### src/rtl/seg7_pkg.sv
// Shared constants for the scanned 7-segment display: hex decode table and
// active-low polarity values for segments, decimal point and anodes.
package seg7_pkg;

    localparam logic [6:0] SEG_BLANK = 7'h7F;
    localparam logic       DP_ON     = 1'b0;
    localparam logic       DP_OFF    = 1'b1;
    localparam logic       AN_ON     = 1'b0;
    localparam logic       AN_OFF    = 1'b1;

    // {g,f,e,d,c,b,a}, active-low; entry 0 is the least significant slice.
    localparam logic [15:0][6:0] SEG_LUT = {
        7'h0E, 7'h06, 7'h21, 7'h46, 7'h03, 7'h08, 7'h10, 7'h00,
        7'h78, 7'h02, 7'h12, 7'h19, 7'h30, 7'h24, 7'h79, 7'h40
    };

    function automatic logic [6:0] seg_of(input logic [3:0] hex);
        return SEG_LUT[hex];
    endfunction

endpackage

### src/rtl/hex_to_seg7.sv
// Combinational hex digit to active-low 7-segment pattern.
module hex_to_seg7
    import seg7_pkg::*;
(
    input  logic [3:0] hex_i,
    output logic [6:0] seg_o
);

    assign seg_o = seg_of(hex_i);

endmodule

### src/rtl/seg7_scan_display.sv
// Time-multiplexed multi-digit 7-segment driver with frame-synchronous load,
// leading-zero blanking and whole-display blink.
module seg7_scan_display
    import seg7_pkg::*;
#(
    parameter int NUM_DIGITS = 4,
    parameter int SCAN_DIV   = 1000,
    parameter int BLINK_LOG2 = 6
) (
    input  logic                    clk_i,
    input  logic                    rst_i,
    input  logic                    load_i,
    input  logic [4*NUM_DIGITS-1:0] din_i,
    input  logic [NUM_DIGITS-1:0]   dp_in_i,
    input  logic                    blank_lz_i,
    input  logic                    blink_en_i,
    output logic [6:0]              seg7_o,
    output logic                    dp_o,
    output logic [NUM_DIGITS-1:0]   an_o,
    output logic                    frame_start_o
);

    localparam int PW = (SCAN_DIV > 1) ? $clog2(SCAN_DIV) : 1;
    localparam int IW = (NUM_DIGITS > 1) ? $clog2(NUM_DIGITS) : 1;
    localparam logic [PW-1:0]         PRE_LAST = PW'(SCAN_DIV - 1);
    localparam logic [IW-1:0]         IDX_LAST = IW'(NUM_DIGITS - 1);
    localparam logic [NUM_DIGITS-1:0] AN_ONE   = NUM_DIGITS'(1);

    logic [4*NUM_DIGITS-1:0] shadow_q, shadow_d, active_q, active_d;
    logic [NUM_DIGITS-1:0]   shadow_dp_q, shadow_dp_d, active_dp_q, active_dp_d;
    logic                    pending_q, pending_d;
    logic [PW-1:0]           presc_q, presc_d;
    logic [IW-1:0]           idx_q, idx_d;
    logic [BLINK_LOG2-1:0]   blink_cnt_q, blink_cnt_d;
    logic                    phase_q, phase_d;
    logic [6:0]              seg_q, seg_d;
    logic                    dp_q, dp_d;
    logic [NUM_DIGITS-1:0]   an_q, an_d;
    logic                    fs_q, fs_d;

    logic                    presc_wrap, boundary;
    logic [3:0]              digits [NUM_DIGITS];
    logic [NUM_DIGITS-1:0]   lz;
    logic                    all_zero;
    logic [6:0]              seg_dec;

    for (genvar g = 0; g < NUM_DIGITS; g++) begin : g_digit
        assign digits[g] = active_q[4*g +: 4];
    end

    hex_to_seg7 u_dec (
        .hex_i (digits[idx_q]),
        .seg_o (seg_dec)
    );

    assign presc_wrap = (presc_q == PRE_LAST);
    assign boundary   = presc_wrap && (idx_q == IDX_LAST);

    // A digit is a leading zero when it and every digit above it are zero.
    always_comb begin
        lz       = '0;
        all_zero = blank_lz_i;
        for (int i = NUM_DIGITS - 1; i >= 1; i--) begin
            all_zero = all_zero && (digits[i] == 4'h0);
            lz[i]    = all_zero;
        end
    end

    always_comb begin
        shadow_d    = shadow_q;
        shadow_dp_d = shadow_dp_q;
        active_d    = active_q;
        active_dp_d = active_dp_q;
        pending_d   = pending_q;
        presc_d     = presc_wrap ? '0 : presc_q + PW'(1);
        idx_d       = idx_q;
        blink_cnt_d = blink_cnt_q;
        phase_d     = phase_q;

        if (presc_wrap) idx_d = (idx_q == IDX_LAST) ? '0 : idx_q + IW'(1);

        // Transfer uses the pre-edge shadow, so a load on the boundary waits a frame.
        if (boundary && pending_q) begin
            active_d    = shadow_q;
            active_dp_d = shadow_dp_q;
            pending_d   = 1'b0;
        end
        if (load_i) begin
            shadow_d    = din_i;
            shadow_dp_d = dp_in_i;
            pending_d   = 1'b1;
        end

        if (!blink_en_i) begin
            blink_cnt_d = '0;
            phase_d     = 1'b1;
        end else if (boundary) begin
            blink_cnt_d = blink_cnt_q + BLINK_LOG2'(1);
            if (&blink_cnt_q) phase_d = ~phase_q;
        end

        seg_d = lz[idx_q] ? SEG_BLANK : seg_dec;
        dp_d  = lz[idx_q] ? DP_OFF : (active_dp_q[idx_q] ? DP_ON : DP_OFF);
        an_d  = (blink_en_i && !phase_q) ? {NUM_DIGITS{AN_OFF}} : ~(AN_ONE << idx_q);
        fs_d  = (presc_q == '0) && (idx_q == '0);
    end

    always_ff @(posedge clk_i) begin
        if (rst_i) begin
            shadow_q    <= '0;
            shadow_dp_q <= '0;
            active_q    <= '0;
            active_dp_q <= '0;
            pending_q   <= 1'b0;
            presc_q     <= '0;
            idx_q       <= '0;
            blink_cnt_q <= '0;
            phase_q     <= 1'b1;
            seg_q       <= SEG_BLANK;
            dp_q        <= DP_OFF;
            an_q        <= {NUM_DIGITS{AN_OFF}};
            fs_q        <= 1'b0;
        end else begin
            shadow_q    <= shadow_d;
            shadow_dp_q <= shadow_dp_d;
            active_q    <= active_d;
            active_dp_q <= active_dp_d;
            pending_q   <= pending_d;
            presc_q     <= presc_d;
            idx_q       <= idx_d;
            blink_cnt_q <= blink_cnt_d;
            phase_q     <= phase_d;
            seg_q       <= seg_d;
            dp_q        <= dp_d;
            an_q        <= an_d;
            fs_q        <= fs_d;
        end
    end

    assign seg7_o        = seg_q;
    assign dp_o          = dp_q;
    assign an_o          = an_q;
    assign frame_start_o = fs_q;

endmodule

### config.mk
export PLATFORM = sky130hd
export DESIGN_NAME = seg7_scan_display
export DESIGN_NICKNAME = d
export VERILOG_FILES = /design/src/rtl/seg7_pkg.sv /design/src/rtl/hex_to_seg7.sv /design/src/rtl/seg7_scan_display.sv
export SDC_FILE = /design/constraint.sdc
export NUM_CORES = 1
export LEC_CHECK = 0
export CAP_MARGIN = 30
export CELL_PAD_IN_SITES_DETAIL_PLACEMENT = 0
export CELL_PAD_IN_SITES_GLOBAL_PLACEMENT = 2
export CORE_MARGIN = 2
export CORE_UTILIZATION = 26
export DETAILED_ROUTE_END_ITERATION = 10
export GPL_TIMING_DRIVEN = 1
export PLACE_DENSITY = 0.61
export SLEW_MARGIN = 20
export SYNTH_ARGS = -nofsm -noshare
export SYNTH_HDL_FRONTEND = slang
export SYNTH_SLANG_ARGS = --single-unit
export TNS_END_PERCENT = 50
### constraint.sdc
create_clock -name clk_i -period 2.3 [get_ports clk_i]
set_input_delay 0.46 -clock clk_i [delete_from_list [all_inputs] [get_ports clk_i]]
set_output_delay 0.46 -clock clk_i [all_outputs]
set_load 0.02 [all_outputs]
==> summary.txt, run 1 <==
Drt
  – Detail Route Antenna Nets: 0
  – DR WL/cell: 12.7 um
  – Drt via density: between 4 and 5
  – Drt pass-1 iters: 4
  – Drt total wl: 6530 um
  – Iteration-0 DRC Markers: 65
  – Via count: between 2,000 and 2,500
  – DRC viols: 0

Floorplan
  – Initial Util: 0.267
  – Die ar.: around 0.013 mm2
  – Die X: approximately 110 um
  – Die H: around 110 um
  – Io pins: 38
  – FP Rows: 39
  – Core Region: approximately 0.011 mm2

STA
  – Fin. max-slew vios: 0
  – Measured slew at the worst slew-check pin: a little under 0.4 ns
  – Final Setup Violations: 0
  – Maximum clock frequency: 472 MHz
  – Fin. Hold Viols: 0
  – Post-layout min period: 2.12 ns
  – Fin crit share: 0.921
  – Clk_skew: roughly 0.0065 ns
  – RSZ-0062 raised after global routing: false
  – Setup TNS: 0 ns
  – Relative slew slack: 0.737

Setup path
  – Kind of critical path: register to register
  – Crit path max fanout: 5
  – Data required, critical path: ~2.5 ns
  – Worst stage delay on the critical path: 0.61 ns
  – CP Capture Type: register
  – Slowest cell on crit path: mux4_2
  – CP delay by family, top: multiplexers
  – Critical Path Start Type: register
  – Crit-path cells: mux4_2 > inv_1 > ha_1 > inv_1 > mux4_2 > nand2b_1
  – Critical Path AT: 2.34 ns
  – Buf/Inv on CP: 2

Final layout
  – N_diodes: 0
  – Footprint of the multi-input gates: around 0.0015 mm2
  – Layout Nets: 406
  – # fillers: about 1,200
  – Syn-to-layout area delta: 28.9%
  – Reg area: roughly 0.0015 mm2
  – Share of layout cells above drive strength 1: 0.0858

Global routing
  – Met3 Usage GRT: 0.0216
  – Initial antenna violation count: 0
  – M1 GR Usage: 0.162
  – Overall routing resource usage: 0.113
  – Vias in the first global route: 2,274
  – Grt met2 use: 0.159
  – Busiest grt layer: met1
  – Grt ovf: 0
  – Global-route wire length before repair: about 11,000 um
  – Pin count of the biggest net entering global routing: 32

CTS
  – Clock transition at path regs: 0.06 ns
  – Hold Buf Count CTS: 0
  – CTS H-tree depth: 3
  – Sink Count: 73
  – Max Root-Sink Buffers: 2
  – Clk_lat worst skew: approximately 0.33 ns
  – # resized after CTS: 0
  – Post-CTS Setup Bufs: 0
  – CTS tree: yes
  – TritonCTS Buffers: 9
  – Root buf cell: clkbuf_16

Placement
  – Global placement routability congestion: between 0.7 and 0.8
  – Number of port buffers: 37
  – Final HPWL DP: 4530 um

Logic synthesis
  – Sequential area share after synthesis: 0.478
  – Mapped Nets: 371
  – Top cells by count, synth: dfxtp_1, nand2_1, nor2_1, a21oi_1, mux2i_1
  – Post-synth ARST share: 0
  – Compound-Gate Fraction of Synth Area: 0.0711
  – Post-synthesis mux area share: 0.119
  – EDFF count, synth: 0
  – Main combinational cell family by area after synthesis: simple AND/OR/NAND/NOR gates
  – Mean area per synthesized cell: about 9.2 um2
  – Post-Synth Adder-Cell Area: 0.0531
  – Synth top area share: 0.478
  – Simple logic cell fraction of the synthesized area: 0.197
  – Synth unique cells: 34
  – Synth Cell Area: between 0.003 and 0.004 mm2
  – Synthesized instance count: around 330
  – Synth area leader: dfxtp_1
  – YS warnings: 0
  – XOR/XNOR Fraction of Synth Area: 0.0343
  – Top FF cell, synth: dfxtp_1
  – Top cells by area, synth: dfxtp_1, mux2i_1, nand2_1
  – Register bit total from synthesis: 73
  – Count leader, synth: dfxtp_1

Pwr
  – PwrDens: 835 mW/mm2
  – Leakage power: 1.50 nW
  – Tot Pwr: 0.00329 W
  – Max rail drop VDD: about 0.00033 V

Status
  – Status: completed

Job
  – Max_cap viols: 0

Min path
  – Hold crit path type: register to register
==> cell usage in the layout (no fill, tap or decap), types with 7 or more instances in the layout <==
cell type and count:
dfxtp_1 73, nand2_1 57, nor2_1 43, clkdlybuf4s50_1 37, a21oi_1 29, mux2i_1 23, ha_1 13, inv_1 12
clkbuf_16 9, xnor2_1 7
==> metal layers <==
layer / up-vias / part of all wire
met1: 1032 / 0.54
met2: 37 / 0.41
met3: 12 / 0.032
li1: 1198 / -
met4: 0 / 0.024
met5: - / 0
==> report_power, final <==
part           switching (W)  leakage (nW)  internal, W
Clock               0.000539         0.186      0.00128
Combinational      0.0000706         0.716    0.0000860
Sequential         0.0000179         0.596      0.00130
Total               0.000627          1.50      0.00267
==> kinds of logic after synthesis <==
kind of cell	after synthesis
DFF	73
muxes	29
xor gates and xnor gates	12
buffers and inverters	31
adders and majority gates	13
and+or+nand+nor	135
AOI/OAI and AO/OA	40
==> state kept, by name (all words and copies together) (netlist names) <==
register       cells
active_q          16
shadow_q          16
presc_q           10
seg7_o             7
blink_cnt_q        6
active_dp_q        4
an_o               4
shadow_dp_q        4
idx_q              2
dp_o               1
frame_start_o      1
pending_q          1
phase_q            1
==> final cells by class <==
type | count | area share
multi-input combinational | 229 | 0.368
sequential | 73 | 0.370
timing repair buffer | 43 | 0.105
inverter | 12 | 0.0114
clock buffer | 9 | 0.0571
clock inverter | 7 | 0.0422
tap | 143 | 0.0454
==> worst reg2reg max path: cells and delay by family, from the launching register on <==
kind | cells | cell delay [ns]
fa+ha+maj | 1 | 0.14
buf+inv | 2 | 0.21
flops | 1 | 0.47
mux | 2 | 1.04
simple gates | 1 | 0.14
==> per-stage QoR <==
| stage | util | instance area [um2] | hold slack [ns] | std cells | setup slack [ns] |
|---|---|---|---|---|---|
| 3_3_place_gp | 0.310 | 3550 | 0.439 | 500 | 0.234 |
| 6_report | 0.344 | 3950 | 0.454 | 516 | 0.181 |
| 5_1_grt | 0.344 | 3950 | 0.476 | 516 | 0.0306 |
| 3_5_place_dp | 0.310 | 3550 | 0.448 | 500 | 0.172 |
| 2_1_floorplan | - | 3060 | 0.426 | 333 | 0.245 |
| 4_1_cts | 0.344 | 3950 | 0.456 | 516 | 0.169 |
==> final timing paths <==
path / start / endpoint / slack (ns) / cells after the start
hold reg to reg: active_dp_q[2] / active_dp_q[2] / 0.45 / 2
setup reg to reg: idx_q[0] / seg7_o[3] / 0.18 / 6
hold / removal: active_dp_q[2] / active_dp_q[2] / 0.45 / 2
setup / recovery: idx_q[0] / seg7_o[3] / 0.18 / 6
Note: power is estimated with default switching activity, not from simulation.
==> run 2: changes to the inputs <==
--- a/config.mk
+++ b/config.mk
@@ -13,6 +13,8 @@
 export DETAILED_ROUTE_END_ITERATION = 10
 export GPL_TIMING_DRIVEN = 1
 export PLACE_DENSITY = 0.61
+export REMOVE_ABC_BUFFERS = 1
+export SKIP_LAST_GASP = 1
 export SLEW_MARGIN = 20
 export SYNTH_ARGS = -nofsm -noshare
 export SYNTH_HDL_FRONTEND = slang
==> summary.txt, run 2 (same netlist as run 1, synthesis figures left out) <==
Status
  – Status: completed (unchanged)

Placement
  – Global placement routability congestion: 0.759 (was 0.787)
  – Placed cells: 503 (was 500)
  – Placed instance area: 0.00358 mm2 (was 0.00355 mm2)
  – Final HPWL DP: 4540 um (was 4530 um)
  – Number of port buffers: 37 (unchanged)

Floorplan
  – Die ar.: 0.0127 mm2 (unchanged)
  – Die X: 112 um (unchanged)
  – Core Region: 0.0115 mm2 (unchanged)
  – FP Rows: 39 (unchanged)
  – Initial Util: 0.267 (unchanged)
  – Io pins: 38 (unchanged)
  – Die H: 112 um (unchanged)

CTS
  – # resized after CTS: 0 (unchanged)
  – Root buf cell: clkbuf_16 (unchanged)
  – Clk_lat worst skew: 0.33 ns (about the same)
  – Max Root-Sink Buffers: 2 (unchanged)
  – Clock transition at path regs: 0.06 ns (about the same)
  – CTS tree: yes (unchanged)
  – TritonCTS Buffers: 9 (unchanged)
  – Hold Buf Count CTS: 0 (unchanged)
  – CTS H-tree depth: 3 (unchanged)
  – Post-CTS Setup Bufs: 0 (unchanged)
  – Sink Count: 73 (unchanged)

Setup path
  – Crit path max fanout: 5 (unchanged)
  – Data required, critical path: 2.52 ns (about the same)
  – Critical Path Start Type: register (unchanged)
  – Critical Path AT: 2.27 ns (was 2.34 ns)
  – Kind of critical path: register to register (unchanged)
  – CP Capture Type: register (unchanged)

Drt
  – Via count: 2,278 (was 2,279)
  – Drt pass-1 iters: 4 (unchanged)
  – Iteration-0 DRC Markers: 43 (was 65)
  – Detail Route Antenna Nets: 0 (unchanged)
  – Drt total wl: 6420 um (was 6530 um)
  – Drt via density: 4.39 (was 4.42)
  – DRC viols: 0 (unchanged)
  – DR WL/cell: 12.4 um (was 12.7 um)

Final layout
  – # fillers: 1,168 (was 1,175)
  – Design area: 0.00386 mm2 (was 0.00395 mm2)
  – Syn-to-layout area delta: 26.2% (was 28.9%)
  – Commonest non-fill, non-tap cell in the layout: dfxtp_1 (unchanged)
  – Share of layout cells above drive strength 1: 0.0931 (was 0.0858)
  – Fin cells: 519 (was 516)
  – Largest regs: active_q x16, shadow_q x16, presc_q x10 (unchanged)
  – Commonest non-fill, non-tap cells in the layout: dfxtp_1, nand2_1, nor2_1, clkdlybuf4s50_1, a21oi_1 (unchanged)
  – Layout Nets: 409 (was 406)
  – N_diodes: 0 (unchanged)

Global routing
  – Global-route wire length before repair: 11,200 um (was 11,400 um)
  – Grt ovf: 0 (unchanged)
  – Vias in the first global route: 2,303 (was 2,274)
  – Overall routing resource usage: 0.110 (was 0.113)
  – Pin count of the biggest net entering global routing: 34 (was 32)
  – Initial antenna violation count: 0 (unchanged)

STA
  – WHS: 0.452 ns (was 0.454 ns)
  – Final Setup Violations: 0 (unchanged)
  – Measured slew at the worst slew-check pin: 0.391 ns (was 0.393 ns)
  – Clk_skew: 0.00813 ns (was 0.00646 ns)
  – Post-layout min period: 2.04 ns (was 2.12 ns)
  – RSZ-0062 raised after global routing: false (unchanged)
  – Fin. Hold Viols: 0 (unchanged)
  – Relative slew slack: 0.739 (was 0.737)
  – Maximum clock frequency: 489 MHz (was 472 MHz)
  – Fin. max-slew vios: 0 (unchanged)
  – Fin crit share: 0.888 (was 0.921)
  – Setup TNS: 0 ns (unchanged)

Pwr
  – PwrDens: 725 mW/mm2 (was 835 mW/mm2)
  – Max rail drop VDD: 0.000274 V (was 0.000335 V)
  – Net switching power: 0.000667 W (was 0.000627 W)
  – Flop pwr share: 0.470 (was 0.400)
  – Int Pwr: 0.00213 W (was 0.00267 W)
  – Leakage power: 1.46 nW (was 1.50 nW)
  – Combinational group share of total power: 0.056 (was 0.048)
  – Sw Share: 0.238 (was 0.190)
  – Share of total power in the clock network: 0.474 (was 0.552)

Job
  – Max_cap viols: 0 (unchanged)

Min path
  – Hold crit path type: register to register (unchanged)
## run 2: worst paths after layout
path	start	endpoint	slack, ns	cells after the start
setup reg to reg	idx_q[0]	seg7_o[3]	0.26	6
hold / removal	active_dp_q[0]	active_dp_q[0]	0.45	2
setup / recovery	idx_q[0]	seg7_o[3]	0.26	6
hold reg to reg	active_dp_q[0]	active_dp_q[0]	0.45	2
## run 2: critical path, stage by stage (launching register included)
cell	delay, ns
dfxtp_1	0.41
mux4_2	0.60
inv_1	0.17
ha_1	0.14
inv_1	0.04
mux4_2	0.43
nand2b_1	0.14
## run 2: area by class of cell
class | instances | area [um2] | area share
Timing Repair Buffer | 46 | 438 | 0.113
Multi-Input combinational cell | 229 | 1450 | 0.376
Tap cell | 143 | 179 | 0.0463
Inverter | 12 | 45.0 | 0.0117
Clock buffer | 9 | 225 | 0.0583
Clock inverter | 7 | 61.3 | 0.0159
Sequential cell | 73 | 1460 | 0.378
## run 2: power groups by stage
stage / logic, W / clock network [W] / registers (W)
detailed placement: 0.000161 / 0 / 0.00135
floorplan: 0.0000521 / 0 / 0.00135
finish: 0.000157 / 0.00133 / 0.00132
global route: 0.000177 / 0.00143 / 0.00132
CTS: 0.000161 / 0.00138 / 0.00132
global placement: 0.000160 / 0 / 0.00135
## run 2: layer usage
layer,global-route usage,vias up,routed length (um)
met5,0,-,0
met1,0.146,1039,3210
met3,0.0308,9,219
met2,0.165,33,2840
met4,0.0553,0,149
li1,-,1197,-
## run 2: through the flow
stage,setup WS (ns),util,power (W)
after detailed placement,0.270,0.312,0.00151
after CTS,0.259,0.337,0.00286
after global placement,0.299,0.312,0.00151
after global routing,0.145,0.337,0.00293
final,0.257,0.337,0.00280
after floorplan,0.113,-,0.00140
